[src/rtl/calc_pkg.sv]
// Shared calculator definitions: key code width, ASCII key codes and issue-state encoding.
package calc_pkg;

  localparam int CHAR_W = 8;

  localparam logic [CHAR_W-1:0] KEY_0   = 8'h30;
  localparam logic [CHAR_W-1:0] KEY_1   = 8'h31;
  localparam logic [CHAR_W-1:0] KEY_2   = 8'h32;
  localparam logic [CHAR_W-1:0] KEY_3   = 8'h33;
  localparam logic [CHAR_W-1:0] KEY_4   = 8'h34;
  localparam logic [CHAR_W-1:0] KEY_5   = 8'h35;
  localparam logic [CHAR_W-1:0] KEY_6   = 8'h36;
  localparam logic [CHAR_W-1:0] KEY_7   = 8'h37;
  localparam logic [CHAR_W-1:0] KEY_8   = 8'h38;
  localparam logic [CHAR_W-1:0] KEY_9   = 8'h39;
  localparam logic [CHAR_W-1:0] KEY_ADD = 8'h2B;
  localparam logic [CHAR_W-1:0] KEY_SUB = 8'h2D;
  localparam logic [CHAR_W-1:0] KEY_MUL = 8'h2A;
  localparam logic [CHAR_W-1:0] KEY_DIV = 8'h2F;
  localparam logic [CHAR_W-1:0] KEY_EQ  = 8'h3D;
  localparam logic [CHAR_W-1:0] KEY_CLR = 8'h43;

  localparam logic [1:0] ST_IDLE  = 2'd0;
  localparam logic [1:0] ST_ISSUE = 2'd1;
  localparam logic [1:0] ST_GAP   = 2'd2;

endpackage

[src/rtl/key_fifo.sv]
// Synchronous key queue, power-of-2 depth; head is combinational, level updates one cycle after push/pop.
// Push while full and pop while empty are ignored; clear wins over push and pop.
module key_fifo #(
  parameter int FIFO_DEPTH = 4,
  parameter int CHAR_W     = 8
) (
  input  logic                         clk,
  input  logic                         rst,
  input  logic                         push,
  input  logic                         pop,
  input  logic                         clear,
  input  logic [CHAR_W-1:0]            din,
  output logic [CHAR_W-1:0]            dout,
  output logic [$clog2(FIFO_DEPTH):0]  level,
  output logic                         full,
  output logic                         empty
);

  localparam int AW = $clog2(FIFO_DEPTH);
  localparam int LW = AW + 1;

  logic [CHAR_W-1:0] mem [FIFO_DEPTH];
  logic [AW-1:0]     wr_ptr;
  logic [AW-1:0]     rd_ptr;
  logic              do_push;
  logic              do_pop;

  assign full    = (level == LW'(FIFO_DEPTH));
  assign empty   = (level == '0);
  assign do_push = push && !full;
  assign do_pop  = pop && !empty;
  assign dout    = mem[rd_ptr];

  // Pointers wrap naturally because the depth is a power of two.
  always_ff @(posedge clk) begin
    if (rst || clear) begin
      wr_ptr <= '0;
      rd_ptr <= '0;
      level  <= '0;
    end else begin
      if (do_push) wr_ptr <= wr_ptr + 1'b1;
      if (do_pop)  rd_ptr <= rd_ptr + 1'b1;
      level <= level + LW'(do_push) - LW'(do_pop);
    end
  end

  always_ff @(posedge clk) begin
    if (do_push && !clear) mem[wr_ptr] <= din;
  end

endmodule

[src/rtl/key_event_sched.sv]
// Round-robin merge of two key sources into one paced calc_fsm key strobe; accept-to-issue 2 cycles when idle.
// Sources see ready=0 when the queue is full or on tie loss; unheld offers that miss are flagged in overflow.
module key_event_sched #(
  parameter int FIFO_DEPTH = 4,
  parameter int GAP_CYCLES = 16,
  parameter int CHAR_W     = calc_pkg::CHAR_W
) (
  input  logic                         clk,
  input  logic                         rst,
  input  logic                         a_valid,
  input  logic [CHAR_W-1:0]            a_char,
  output logic                         a_ready,
  input  logic                         b_valid,
  input  logic [CHAR_W-1:0]            b_char,
  output logic                         b_ready,
  input  logic                         flush,
  input  logic                         calc_busy,
  output logic                         key_valid,
  output logic [CHAR_W-1:0]            key_char,
  output logic [$clog2(FIFO_DEPTH):0]  fifo_level,
  output logic                         overflow
);

  import calc_pkg::*;

  localparam int CW = $clog2(GAP_CYCLES);

  logic              full;
  logic              empty;
  logic [CHAR_W-1:0] head;
  logic              grant_a;
  logic              grant_b;
  logic              push;
  logic [CHAR_W-1:0] push_char;
  logic              rr_last_b;
  logic              a_lost;
  logic              b_lost;
  logic [1:0]        state;
  logic [CW-1:0]     cnt;

  // A tie goes to whichever source did not win last.
  always_comb begin
    grant_a = a_valid && (!b_valid || rr_last_b);
    grant_b = b_valid && (!a_valid || !rr_last_b);
  end

  assign a_ready   = grant_a && !full;
  assign b_ready   = grant_b && !full;
  assign push      = a_ready || b_ready;
  assign push_char = a_ready ? a_char : b_char;

  key_fifo #(
    .FIFO_DEPTH (FIFO_DEPTH),
    .CHAR_W     (CHAR_W)
  ) u_fifo (
    .clk   (clk),
    .rst   (rst),
    .push  (push),
    .pop   (key_valid),
    .clear (flush),
    .din   (push_char),
    .dout  (head),
    .level (fifo_level),
    .full  (full),
    .empty (empty)
  );

  always_ff @(posedge clk) begin
    if (rst) begin
      state     <= ST_IDLE;
      cnt       <= '0;
      key_valid <= 1'b0;
      key_char  <= '0;
    end else if (flush) begin
      state     <= ST_IDLE;
      cnt       <= '0;
      key_valid <= 1'b0;
    end else begin
      case (state)
        ST_IDLE: begin
          if (!empty && !calc_busy) begin
            state     <= ST_ISSUE;
            key_valid <= 1'b1;
            key_char  <= head;
          end
        end
        ST_ISSUE: begin
          state     <= ST_GAP;
          key_valid <= 1'b0;
          cnt       <= CW'(GAP_CYCLES - 1);
        end
        // calc_busy is deliberately not looked at here: the gap covers its rise latency.
        ST_GAP: begin
          if (cnt == '0) state <= ST_IDLE;
          else           cnt   <= cnt - 1'b1;
        end
        default: begin
          state     <= ST_IDLE;
          key_valid <= 1'b0;
        end
      endcase
    end
  end

  // A tie loser that drops valid the next cycle has lost its key.
  always_ff @(posedge clk) begin
    if (rst) begin
      rr_last_b <= 1'b1;
      a_lost    <= 1'b0;
      b_lost    <= 1'b0;
      overflow  <= 1'b0;
    end else begin
      if (a_ready)      rr_last_b <= 1'b0;
      else if (b_ready) rr_last_b <= 1'b1;
      a_lost <= a_valid && !a_ready && !full && !flush;
      b_lost <= b_valid && !b_ready && !full && !flush;
      if (!flush && (((a_valid || b_valid) && full) ||
                     (a_lost && !a_valid) || (b_lost && !b_valid)))
        overflow <= 1'b1;
    end
  end

endmodule

[config.mk]
export PLATFORM = sky130hd
export DESIGN_NAME = key_event_sched
export DESIGN_NICKNAME = d
export VERILOG_FILES = /design/src/rtl/calc_pkg.sv /design/src/rtl/key_fifo.sv /design/src/rtl/key_event_sched.sv
export SDC_FILE = /design/constraint.sdc
export NUM_CORES = 1
export LEC_CHECK = 0
export ABC_CLOCK_PERIOD_IN_PS = 2650
export CORE_ASPECT_RATIO = 2
export CORE_UTILIZATION = 45
export DETAILED_ROUTE_END_ITERATION = 10
export DONT_BUFFER_PORTS = 1
export SETUP_SLACK_MARGIN = 0.15
export SYNTH_ARGS = -nofsm -noshare
export SYNTH_HDL_FRONTEND = slang
export SYNTH_SLANG_ARGS = --single-unit
[constraint.sdc]
create_clock -name clk -period 2.65 [get_ports clk]
set_input_delay 0.3975 -clock clk [delete_from_list [all_inputs] [get_ports clk]]
set_output_delay 0.3975 -clock clk [all_outputs]
set_load 0.02 [all_outputs]
==> flow_summary.json <==
{
  "result_of_the_run": "finished clean",
  "postCtsHoldBufs": 0,
  "number_of_antenna_violations_at_the_first_check_in_global_routing": 0,
  "worstPathBufferInverterCount": 3,
  "postPlaceCellArea_um2": 2564,
  "cellPowerDensity_nw_per_um2": 746.2,
  "placedCellCount": 253,
  "worst_path_largest_cell_delay_ns": 0.44,
  "detailroute.via_count": 1566,
  "synthCells": 196,
  "endpoint_kind": "register",
  "synthTopCellsByArea": "sky130_fd_sc_hd__edfxtp_1 39%, sky130_fd_sc_hd__dfxtp_1 21%, sky130_fd_sc_hd__mux4_2 7.2%",
  "design.die.area_um2": 5847,
  "postRouteWirelength_um": 4936,
  "synth_flop_cell": "sky130_fd_sc_hd__edfxtp_1",
  "antenna_left": 0,
  "synthToLayoutAreaGrowth_pct": 12.37,
  "final.min_clock_period_ns": 2.322,
  "leading_cell_type_in_the_layout_fill_and_taps_excluded": "sky130_fd_sc_hd__edfxtp_1",
  "synth_top_area_share": 0.3863,
  "first_iter_violations": 48,
  "clk_latency_worst_skew_pair_ns": 0.34,
  "clkSlewWorstSetupHoldPaths_ns": 0.07,
  "synth_warnings": 0,
  "final_hold_viol_count": 0,
  "critPathSlowestCell": "sky130_fd_sc_hd__dfxtp_1",
  "drv_slew": 0,
  "cp_data_arrival_time_ns": 2.55,
  "worst_path_cell_trace": "o31ai_1 -> inv_1 -> ha_1 -> inv_1 -> ha_1 -> inv_1 -> fa_1 -> xor2_1 -> and2_1 -> nor3_1",
  "h_tree_levels": 3,
  "drc_errors": 0,
  "antennaDiodeCount": 0,
  "fin_skew_ns": 0.007138,
  "fraction_of_layout_instances_using_a_drive_strength_above_1": 0.1914,
  "number_of_top_level_design_ports": 37,
  "crit_top_cell": "sky130_fd_sc_hd__inv_1",
  "avgRoutedWirePerCell_um": 18.35,
  "timing.critical_path.max_delay_family": "adder cells",
  "postSynthAreaPerCell_um2": 12.69,
  "critical_path_peak_fanout": 8,
  "final.fill_count": 477,
  "critPathKind": "register to register",
  "dp.final_hpwl_um": 3554,
  "final_cells": 269,
  "tritoncts_clock_tree": "yes",
  "cap_violations": 0,
  "rows": 38,
  "critical_path.startpoint_type": "register",
  "timing.final.setup_violations": 0,
  "pin_count_of_the_biggest_net_entering_global_routing": 15,
  "power_leakage_nw": 0.9841,
  "grt_setup_unrepaired": "no",
  "commonest_non_fill_non_tap_cells_in_the_layout": "32 x sky130_fd_sc_hd__edfxtp_1, 26 x sky130_fd_sc_hd__dfxtp_1, 14 x sky130_fd_sc_hd__a21oi_1",
  "synth_seq_cells": 58,
  "synth-edff-count": 32,
  "vdd_drop_max_mv": 0.5494,
  "period_share": 0.8761,
  "cp.required_ns": 2.88,
  "setup_total_negative_slack_ns": 0,
  "synth.lib_cells_used.distinct": 39,
  "synth-seq-area-share": 0.5956,
  "die_h_um": 107.1,
  "hold_path.class": "input pin to register",
  "async_reset_ff_frac": 0,
  "placement.io_buffers": 0,
  "starting_utilization_of_the_core_area": 0.4630,
  "postCtsSetupRepairBufs": 0,
  "layout.cell_area.non_filler_um2": 2795,
  "clock_root_buffer": "sky130_fd_sc_hd__clkbuf_8",
  "cts_inserted_buffers": 9,
  "cts.path.max_buffers": 2,
  "clkSinkCount": 58,
  "max_slew_margin": 0.4269,
  "post_synth_instance_area_um2": 2487,
  "via_density_per_instance": 5.822,
  "final_net_count": 234,
  "gp_congestion": 0.7476,
  "grt_pass1_vias": 1594,
  "chip_width_um": 54.57,
  "synth_nets": 226,
  "ctsResizeCount": 0,
  "max_slew.worst_pin.slew_ns": 0.8526,
  "core_um2": 5373,
  "groute.usage.overall": 0.1900,
  "grt_pass1_wl_um": 7396,
  "synth_largest_area_cell": "sky130_fd_sc_hd__edfxtp_1",
  "drtPass1Iterations": 4,
  "globalRoute.totalOverflow": 0,
  "fmaxAchievable_mhz": 430.7
}
[cell type report]
class | count | area (um^2) | area share
repair buffers | 4 | 30.03 | 0.01074
well taps | 60 | 75.07 | 0.02686
multi-input cells | 118 | 928.4 | 0.3321
flip-flops and latches | 58 | 1481 | 0.5300
clock inverters | 7 | 107.6 | 0.03850
inverters | 13 | 48.80 | 0.01746
clock buffers | 9 | 123.9 | 0.04432
[cell families (layout without fill, tap and decap cells)]
| group | after synthesis | count (layout) | synth area share |
|---|---|---|---|
| adder cells (fa/ha/maj) | 8 | 8 | 0.04326 |
| XOR/XNOR | 3 | 3 | 0.01057 |
| flip-flops | 58 | 58 | 0.5956 |
| multiplexers | 16 | 16 | 0.1087 |
| AO/OA/AOI/OAI | 39 | 39 | 0.09809 |
| buffers and inverters | 20 | 33 | 0.03119 |
| AND/OR/NAND/NOR | 52 | 52 | 0.1127 |
[worst paths after layout]
path / from / endpoint / slack (ns) / cells after the start
setup / recovery: u_fifo.level[0] / u_fifo.level[2] / 0.33 / 10
hold / removal: rst / key_char[6] / 0.12 / 1
setup reg to reg: u_fifo.level[0] / u_fifo.level[2] / 0.33 / 10
hold reg to reg: rr_last_b / a_lost / 0.52 / 1
[cells in the mapped netlist, types with 2 or more instances]
library cell and count:
sky130_fd_sc_hd__a211oi_1 2, sky130_fd_sc_hd__a21oi_1 14, sky130_fd_sc_hd__a31oi_1 2, sky130_fd_sc_hd__and2_1 6, sky130_fd_sc_hd__buf_2 2, sky130_fd_sc_hd__clkbuf_1 5, sky130_fd_sc_hd__dfxtp_1 26, sky130_fd_sc_hd__edfxtp_1 32
sky130_fd_sc_hd__ha_1 7, sky130_fd_sc_hd__inv_1 13, sky130_fd_sc_hd__mux2_2 8, sky130_fd_sc_hd__mux4_2 8, sky130_fd_sc_hd__nand2_1 4, sky130_fd_sc_hd__nand3_1 11, sky130_fd_sc_hd__nor2_1 13, sky130_fd_sc_hd__nor2b_1 3
sky130_fd_sc_hd__nor3_1 4, sky130_fd_sc_hd__o21ai_0 12, sky130_fd_sc_hd__or2_2 2, sky130_fd_sc_hd__xor2_1 3
[flip-flops by register name (all words and copies together) (netlist names)]
| signal | cells |
|---|---|
| u_fifo.mem | 32 |
| key_char | 8 |
| cnt | 4 |
| u_fifo.level | 3 |
| state | 2 |
| u_fifo.rd_ptr | 2 |
| u_fifo.wr_ptr | 2 |
| a_lost | 1 |
| b_lost | 1 |
| key_valid | 1 |
| overflow | 1 |
| rr_last_b | 1 |
[report_power, final]
| part | leakage [nW] | internal [W] | total (W) | switching (W) |
|---|---|---|---|---|
| clock | 0.118 | 0.000614 | 0.000958 | 0.000344 |
| combinational | 0.363 | 0.0000491 | 0.000123 | 0.0000736 |
| sequential | 0.503 | 0.000982 | 0.00100 | 0.0000225 |
| total | 0.984 | 0.00165 | 0.00209 | 0.000440 |
[routing by layer]
metal / vias to the layer above / track usage / share of wire
met5: - / 0 / 0
met3: 6 / 0.08369 / 0.057
met2: 51 / 0.3206 / 0.58
met1: 765 / 0.1841 / 0.35
met4: 0 / 0.09524 / 0.016
li1: 744 / - / -
[metrics by stage]
step	power, W	util	hold slack [ns]	setup WS [ns]
6_report	0.002086	0.5203	0.1197	0.3284
5_1_grt	0.002161	0.5203	0.09712	0.1622
3_5_place_dp	0.001147	0.4772	0.4717	0.3567
2_1_floorplan	0.001114	-	0.4731	0.4593
4_1_cts	0.002096	0.5203	0.1089	0.3396
3_3_place_gp	0.001138	0.4772	0.4702	0.5017
(Power assumes the default switching activity.)
